[src/rtl/mac_pe_pipe.sv]
// ---------------------------------------------------------------------------
// mac_pe_pipe
//
// Pipelined multiply-accumulate processing element for an output-stationary
// systolic array. The operands pass through east/south forward registers to
// the neighbouring PEs. When both operands are valid their product is
// registered (stage 1) and then added into the accumulator (stage 2). The sum
// can either saturate or wrap, and a sticky overflow flag records that an
// overflow occurred. A drain copies the finished tile result to res_o while
// the next tile is already entering the multiplier.
//
// Parameters
//   IN_WIDTH   operand width of a/b
//   ACC_WIDTH  accumulator/result width (>= 2*IN_WIDTH)
//   SIGNED     1: two's-complement arithmetic, 0: unsigned
//   SATURATE   1: clamp on overflow, 0: wrap modulo 2^ACC_WIDTH
//   RESET_VAL  accumulator value after reset, clear or drain
//
// Ports
//   clk_i, rst_i                 clock (rising edge), async active-high reset
//   a_i/a_valid_i, b_i/b_valid_i west / north operands with valids
//   a_clr_i, b_clr_i             clear the a / b forward register
//   a_o/a_valid_o, b_o/b_valid_o registered operands to east / south
//   acc_clr_i                    discard the accumulation and in-flight product
//   drain_i                      emit the accumulation on res_o and restart
//   acc_o                        live accumulator
//   res_o/res_valid_o            drained result, one-cycle valid pulse
//   ovf_o                        sticky overflow for the current accumulation
// ---------------------------------------------------------------------------
module mac_pe_pipe #(
  parameter int                   IN_WIDTH  = 8,
  parameter int                   ACC_WIDTH = 32,
  parameter bit                   SIGNED    = 1'b1,
  parameter bit                   SATURATE  = 1'b1,
  parameter logic [ACC_WIDTH-1:0] RESET_VAL = '0
) (
  input  logic                 clk_i,
  input  logic                 rst_i,
  input  logic [IN_WIDTH-1:0]  a_i,
  input  logic                 a_valid_i,
  input  logic [IN_WIDTH-1:0]  b_i,
  input  logic                 b_valid_i,
  input  logic                 a_clr_i,
  input  logic                 b_clr_i,
  output logic [IN_WIDTH-1:0]  a_o,
  output logic                 a_valid_o,
  output logic [IN_WIDTH-1:0]  b_o,
  output logic                 b_valid_o,
  input  logic                 acc_clr_i,
  input  logic                 drain_i,
  output logic [ACC_WIDTH-1:0] acc_o,
  output logic [ACC_WIDTH-1:0] res_o,
  output logic                 res_valid_o,
  output logic                 ovf_o
);

  localparam int PW = 2 * IN_WIDTH;

  if (ACC_WIDTH < 2 * IN_WIDTH) begin : g_width_chk
    $error("mac_pe_pipe: ACC_WIDTH must be at least 2*IN_WIDTH");
  end

  // Widen a product to the accumulator width, sign- or zero-extending.
  function automatic logic [ACC_WIDTH-1:0] ext_prod(input logic [PW-1:0] p);
    if (SIGNED) return ACC_WIDTH'($signed(p));
    else        return ACC_WIDTH'(p);
  endfunction

  // Add with overflow detection. Returns {overflow, result}; the result is
  // clamped when SATURATE is set, otherwise it is the wrapped sum.
  function automatic logic [ACC_WIDTH:0] sat_add(input logic [ACC_WIDTH-1:0] x,
                                                 input logic [ACC_WIDTH-1:0] y);
    logic [ACC_WIDTH:0]   sum;
    logic                 ovf;
    logic [ACC_WIDTH-1:0] clamp;
    sum = {1'b0, x} + {1'b0, y};
    if (SIGNED) begin
      ovf   = (x[ACC_WIDTH-1] == y[ACC_WIDTH-1]) && (sum[ACC_WIDTH-1] != x[ACC_WIDTH-1]);
      // Both addends share a sign on overflow, so x's sign picks min or max.
      clamp = x[ACC_WIDTH-1] ? {1'b1, {(ACC_WIDTH-1){1'b0}}}
                             : {1'b0, {(ACC_WIDTH-1){1'b1}}};
    end else begin
      ovf   = sum[ACC_WIDTH];
      clamp = '1;
    end
    return {ovf, (ovf && SATURATE) ? clamp : sum[ACC_WIDTH-1:0]};
  endfunction

  logic                        fire;
  logic signed [PW-1:0]        a_ext, b_ext, prod_d;

  logic [IN_WIDTH-1:0]         a_q, a_d, b_q, b_d;
  logic                        a_v_q, a_v_d, b_v_q, b_v_d;
  logic [PW-1:0]               prod_p1_q;
  logic                        vld_p1_q;
  logic [ACC_WIDTH-1:0]        acc_p2_q, acc_p2_d;
  logic                        ovf_p2_q, ovf_p2_d;
  logic [ACC_WIDTH-1:0]        res_p2_q, res_p2_d;
  logic                        res_v_p2_q, res_v_p2_d;
  logic [ACC_WIDTH:0]          sum_p2;

  assign fire = a_valid_i && b_valid_i;

  // ---- stage 0 -> 1: operand forwarding and multiply ----
  always_comb begin
    if (SIGNED) begin
      a_ext = PW'($signed(a_i));
      b_ext = PW'($signed(b_i));
    end else begin
      a_ext = PW'(a_i);
      b_ext = PW'(b_i);
    end
    // Low PW bits of the extended product are exact in both modes.
    prod_d = a_ext * b_ext;

    a_d   = a_q;
    a_v_d = 1'b0;
    if (a_clr_i) begin
      a_d = '0;
    end else if (a_valid_i) begin
      a_d   = a_i;
      a_v_d = 1'b1;
    end

    b_d   = b_q;
    b_v_d = 1'b0;
    if (b_clr_i) begin
      b_d = '0;
    end else if (b_valid_i) begin
      b_d   = b_i;
      b_v_d = 1'b1;
    end
  end

  // ---- stage 1 -> 2: accumulate, drain, clear ----
  always_comb begin
    sum_p2     = vld_p1_q ? sat_add(acc_p2_q, ext_prod(prod_p1_q)) : {1'b0, acc_p2_q};
    acc_p2_d   = acc_p2_q;
    ovf_p2_d   = ovf_p2_q;
    res_p2_d   = res_p2_q;
    res_v_p2_d = 1'b0;
    if (acc_clr_i) begin
      acc_p2_d = RESET_VAL;
      ovf_p2_d = 1'b0;
    end else if (drain_i) begin
      // The in-flight product belongs to the tile being drained.
      res_p2_d   = sum_p2[ACC_WIDTH-1:0];
      res_v_p2_d = 1'b1;
      acc_p2_d   = RESET_VAL;
      ovf_p2_d   = 1'b0;
    end else begin
      acc_p2_d = sum_p2[ACC_WIDTH-1:0];
      ovf_p2_d = ovf_p2_q | sum_p2[ACC_WIDTH];
    end
  end

  always_ff @(posedge clk_i or posedge rst_i) begin
    if (rst_i) begin
      a_q        <= '0;
      a_v_q      <= 1'b0;
      b_q        <= '0;
      b_v_q      <= 1'b0;
      vld_p1_q   <= 1'b0;
      acc_p2_q   <= RESET_VAL;
      ovf_p2_q   <= 1'b0;
      res_p2_q   <= '0;
      res_v_p2_q <= 1'b0;
    end else begin
      a_q        <= a_d;
      a_v_q      <= a_v_d;
      b_q        <= b_d;
      b_v_q      <= b_v_d;
      // A fire in a clear cycle is kept: it starts the new accumulation.
      vld_p1_q   <= fire;
      acc_p2_q   <= acc_p2_d;
      ovf_p2_q   <= ovf_p2_d;
      res_p2_q   <= res_p2_d;
      res_v_p2_q <= res_v_p2_d;
    end
  end

  // Product data is qualified by vld_p1_q and needs no reset.
  always_ff @(posedge clk_i) begin
    if (fire) prod_p1_q <= prod_d;
  end

  assign a_o         = a_q;
  assign a_valid_o   = a_v_q;
  assign b_o         = b_q;
  assign b_valid_o   = b_v_q;
  assign acc_o       = acc_p2_q;
  assign res_o       = res_p2_q;
  assign res_valid_o = res_v_p2_q;
  assign ovf_o       = ovf_p2_q;

endmodule
[config.mk]
export PLATFORM = sky130hd
export DESIGN_NAME = mac_pe_pipe
export DESIGN_NICKNAME = d
export VERILOG_FILES = /design/src/rtl/mac_pe_pipe.sv
export SDC_FILE = /design/constraint.sdc
export NUM_CORES = 1
export LEC_CHECK = 0
export CAP_MARGIN = 30
export CELL_PAD_IN_SITES_DETAIL_PLACEMENT = 0
export CELL_PAD_IN_SITES_GLOBAL_PLACEMENT = 2
export CORE_ASPECT_RATIO = 0.9
export CORE_MARGIN = 1.5
export CORE_UTILIZATION = 35
export CTS_CLUSTER_SIZE = 30
export DETAILED_ROUTE_END_ITERATION = 8
export GPL_TIMING_DRIVEN = 0
export MAX_ROUTING_LAYER = met4
export PLACE_DENSITY_LB_ADDON = 0.1
export SYNTH_ARGS = -nofsm -noshare
export SYNTH_HDL_FRONTEND = slang
export SYNTH_SLANG_ARGS = --single-unit
[constraint.sdc]
create_clock -name clk_i -period 8.09 [get_ports clk_i]
set_input_delay 1.618 -clock clk_i [delete_from_list [all_inputs] [get_ports clk_i]]
set_output_delay 1.618 -clock clk_i [all_outputs]
set_load 0.02 [all_outputs]
==> flow_metrics.py <==
metrics = {
    "setup_path": {
        "path_max_fanout": 9,
        "r2r-start": "prod_p1_q[15]",
        "critPathLaunchType": "primary input",
        "cp.required_ns": 8.17,
        "cp-startpoint": "b_i[2]",
        "crit_type": "in2reg",
        "crit_slowest_cell": "clkdlybuf4s50_1",
        "timing.rr.end": "res_o[8]",
        "r2r_slack_ns": 2.79,
        "crit_chain": "clkdlybuf4s50_1 -> and2_1 -> fa_1 -> inv_1 -> fa_1 -> inv_1 -> fa_1 -> inv_1 -> fa_1 -> inv_1 -> ha_1 -> o21ai_0 -> a21boi_0 -> o21ai_0 -> nand2b_1 -> and3_1 -> o311ai_0 -> o211ai_1",
        "r2r_cells": 18,
        "end_kind": "flop",
        "max_stage_delay_ns": 0.59,
        "critPathArrivalTime_ns": 6.32,
    },
    "final_layout": {
        "antenna-diode-count": 0,
        "final_common_cell": "inv_1",
        "nets": 1114,
        "drive_gt1_share_pct": 4.91,
        "stdcell_count": 1275,
        "final_cell_mix": "101 x inv_1, 100 x clkdlybuf4s50_1, 85 x a21oi_1, 85 x dfrtp_1, 67 x nand2_1",
        "utilization_pct": 43.3,
        "synthToLayoutAreaGrowth_pct": 21.3,
        "postLayoutCellArea_um2": 9750,
    },
    "clock_tree": {
        "h-tree-depth": 3,
        "cts-buffers-inserted": 9,
        "cts_setup_buffers": 0,
        "cts_hold_buf": 0,
        "clockBufferDepth": 2,
        "clock-root-buffer": "clkbuf_16",
        "cts_resized": 0,
        "clock_sinks": 101,
        "cts_tree": "built",
        "clock_latency_ns": 0.36,
        "clk_pin_slew_worst_paths_ns": 0.07,
    },
    "sta": {
        "finClkSkew_ns": 0.0143,
        "tightest_slew_ns": 0.945,
        "fin_crit_sh_pct": 77.0,
        "relSlewSlack_pct": 37.0,
        "setup_slack_ns": 1.86,
        "hold_violations": 0,
        "rsz0062_at_grt": "no",
        "tns_ns": 0,
        "min_period_ns": 6.23,
        "fmax_mhz": 160,
        "setup_viol": 0,
        "finalMaxSlewViolations": 0,
    },
    "pwr": {
        "switchingPower_mw": 1.11,
        "clkPwrFrac_pct": 17.3,
        "switching_share_pct": 42.0,
        "ir_drop_v": 0.000110,
        "sequentialPowerShare_pct": 27.1,
        "p_leak_nw": 4.43,
        "comb_power_share_pct": 55.6,
        "power.density_nw_per_um2": 271,
        "intPower_mw": 1.53,
    },
    "route": {
        "firstDrtPassIters": 4,
        "wirelength_mm": 20.4,
        "drc": 0,
        "first_iter_violations": 241,
        "vias": 6230,
        "wl_per_cell_um": 16.0,
        "viasPerCell": 4.89,
        "ant_nets": 0,
    },
    "yosys": {
        "synth_cell_types": 68,
        "synth_area_um2": 8040,
        "ys_seq_elements": 101,
        "yosys_warnings": 0,
        "synth_edf_count": 16,
        "ys_seq_area_share_pct": 32.4,
        "syn_avg_cell_area_um2": 9.34,
        "async_reset_ff_share_pct": 84.2,
        "ys.flop_type": "dfrtp_1",
        "synth_cells": 861,
        "synth_fp_nets": 1002,
    },
    "global_routing": {
        "antenna_found_initial": 0,
        "grt_pass1_vias": 6449,
        "grt_pass1_wl_mm": 34.1,
        "grt_max_degree": 68,
        "gr-total-overflow": 0,
        "grt.total_usage_pct": 18.6,
    },
    "place": {
        "port_buffers": 100,
        "dpl-instance-area_um2": 9440,
        "routabilityCongestion": 0.815,
        "hpwl_mm": 15.9,
        "place_ws_ns": 1.44,
        "place_inst": 1259,
    },
    "worst_hold_path": {
        "min_path_type": "reg2reg",
        "min_to": "res_o[17]",
        "min-delay-start": "res_o[17]",
        "hold_path_depth": 2,
    },
    "floorplan": {
        "core_um2": 22500,
        "start_util_pct": 35.7,
        "num_rows": 52,
        "die_area_um2": 23900,
        "pin_count": 108,
        "dieWidth_um": 163,
        "die_h_um": 147,
    },
    "status": {
        "outcome": "finished clean",
    },
    "job": {
        "maxCapViolations": 0,
    },
}
flip-flops by register name, indices dropped and copies added, names as in the netlist:
name         cells
b_valid_o        1
res_valid_o      1
res_o           32
prod_p1_q       16
vld_p1_q         1
acc_o           32
a_o              8
b_o              8
a_valid_o        1
ovf_o            1
routing by layer:
metal,share of wire (%),wire (µm),up-vias,global-route usage (%)
met5,0,0,-,-
met4,1.1,231,0,4.36
met3,3.0,602,14,2.46
met2,49,9930,116,31.1
met1,47,9600,2994,24.0
li1,-,-,3106,-
through the flow:
| step | hold slack (ns) | power, mW |
|---|---|---|
| 6_report | 0.477 | 2.64 |
| 5_1_grt | 0.517 | 2.90 |
| 4_1_cts | 0.487 | 2.68 |
| 3_5_place_dp | 0.470 | 2.20 |
| 3_3_place_gp | 0.466 | 2.21 |
| 2_1_floorplan | 0.588 | 1.80 |
how the worst max path moves through the flow:
stage               slack [ns]            end  cells after the start
floorplan                 2.25  prod_p1_q[14]                     18
global placement          1.44  prod_p1_q[14]                     18
detailed placement        1.44  prod_p1_q[14]                     18
CTS                       1.81  prod_p1_q[14]                     18
global route              1.46  prod_p1_q[14]                     18
finish                    1.86  prod_p1_q[14]                     18
power by group through the flow:
stage          clock network [mW]  logic, mW  registers [mW]
4_1_cts                     0.474       1.49           0.719
3_5_place_dp                    0       1.48           0.729
5_1_grt                     0.494       1.68           0.731
6_report                    0.458       1.47           0.716
3_3_place_gp                    0       1.48           0.727
2_1_floorplan                   0       1.02           0.778
layout make-up:
| class | instances | area, µm² |
|---|---|---|
| Clock buffer | 12 | 278 |
| Multi-Input combinational cell | 626 | 4890 |
| Tap cell | 297 | 372 |
| Buffer | 32 | 155 |
| Sequential cell | 101 | 2610 |
| Timing Repair Buffer | 101 | 1030 |
| Fill cell | 2334 | 12800 |
| Inverter | 102 | 385 |
| Clock inverter | 4 | 33.8 |
Yosys cell counts, types with 5 or more instances:
cell type / number / area share (%)
a31oi_1: 6 / 0.47
clkbuf_1: 24 / 1.1
and3_1: 5 / 0.39
xor2_1: 11 / 1.2
edfxtp_1: 16 / 6.0
mux2i_1: 18 / 2.2
nor3_1: 7 / 0.44
a21oi_1: 85 / 5.3
a21o_1: 7 / 0.65
and2_1: 46 / 3.6
fa_1: 57 / 14
xnor2_1: 27 / 2.9
ha_1: 60 / 9.3
nor2_1: 66 / 3.1
nand2b_1: 12 / 0.93
nor2b_1: 10 / 0.78
inv_1: 102 / 4.8
o211ai_1: 6 / 0.56
o21ai_0: 57 / 3.5
dfrtp_1: 85 / 26
nand3_1: 7 / 0.44
o21a_1: 10 / 0.93
nand2_1: 67 / 3.1
kinds of logic after synthesis:
family,synth area share (%)
and+or+nand+nor,14.4
AOI/OAI and AO/OA,16.1
buffers and inverters,6.69
adders and majority gates,23.5
DFF,32.4
xor gates and xnor gates,4.14
muxes,2.66
critical path: cells and delay by family:
kind            cells  cell delay [ns]
simple gates        3             0.57
compound gates      5             0.90
fa+ha+maj           5             2.43
buf+inv             5             0.79
Power figures use the tool's default switching activity.
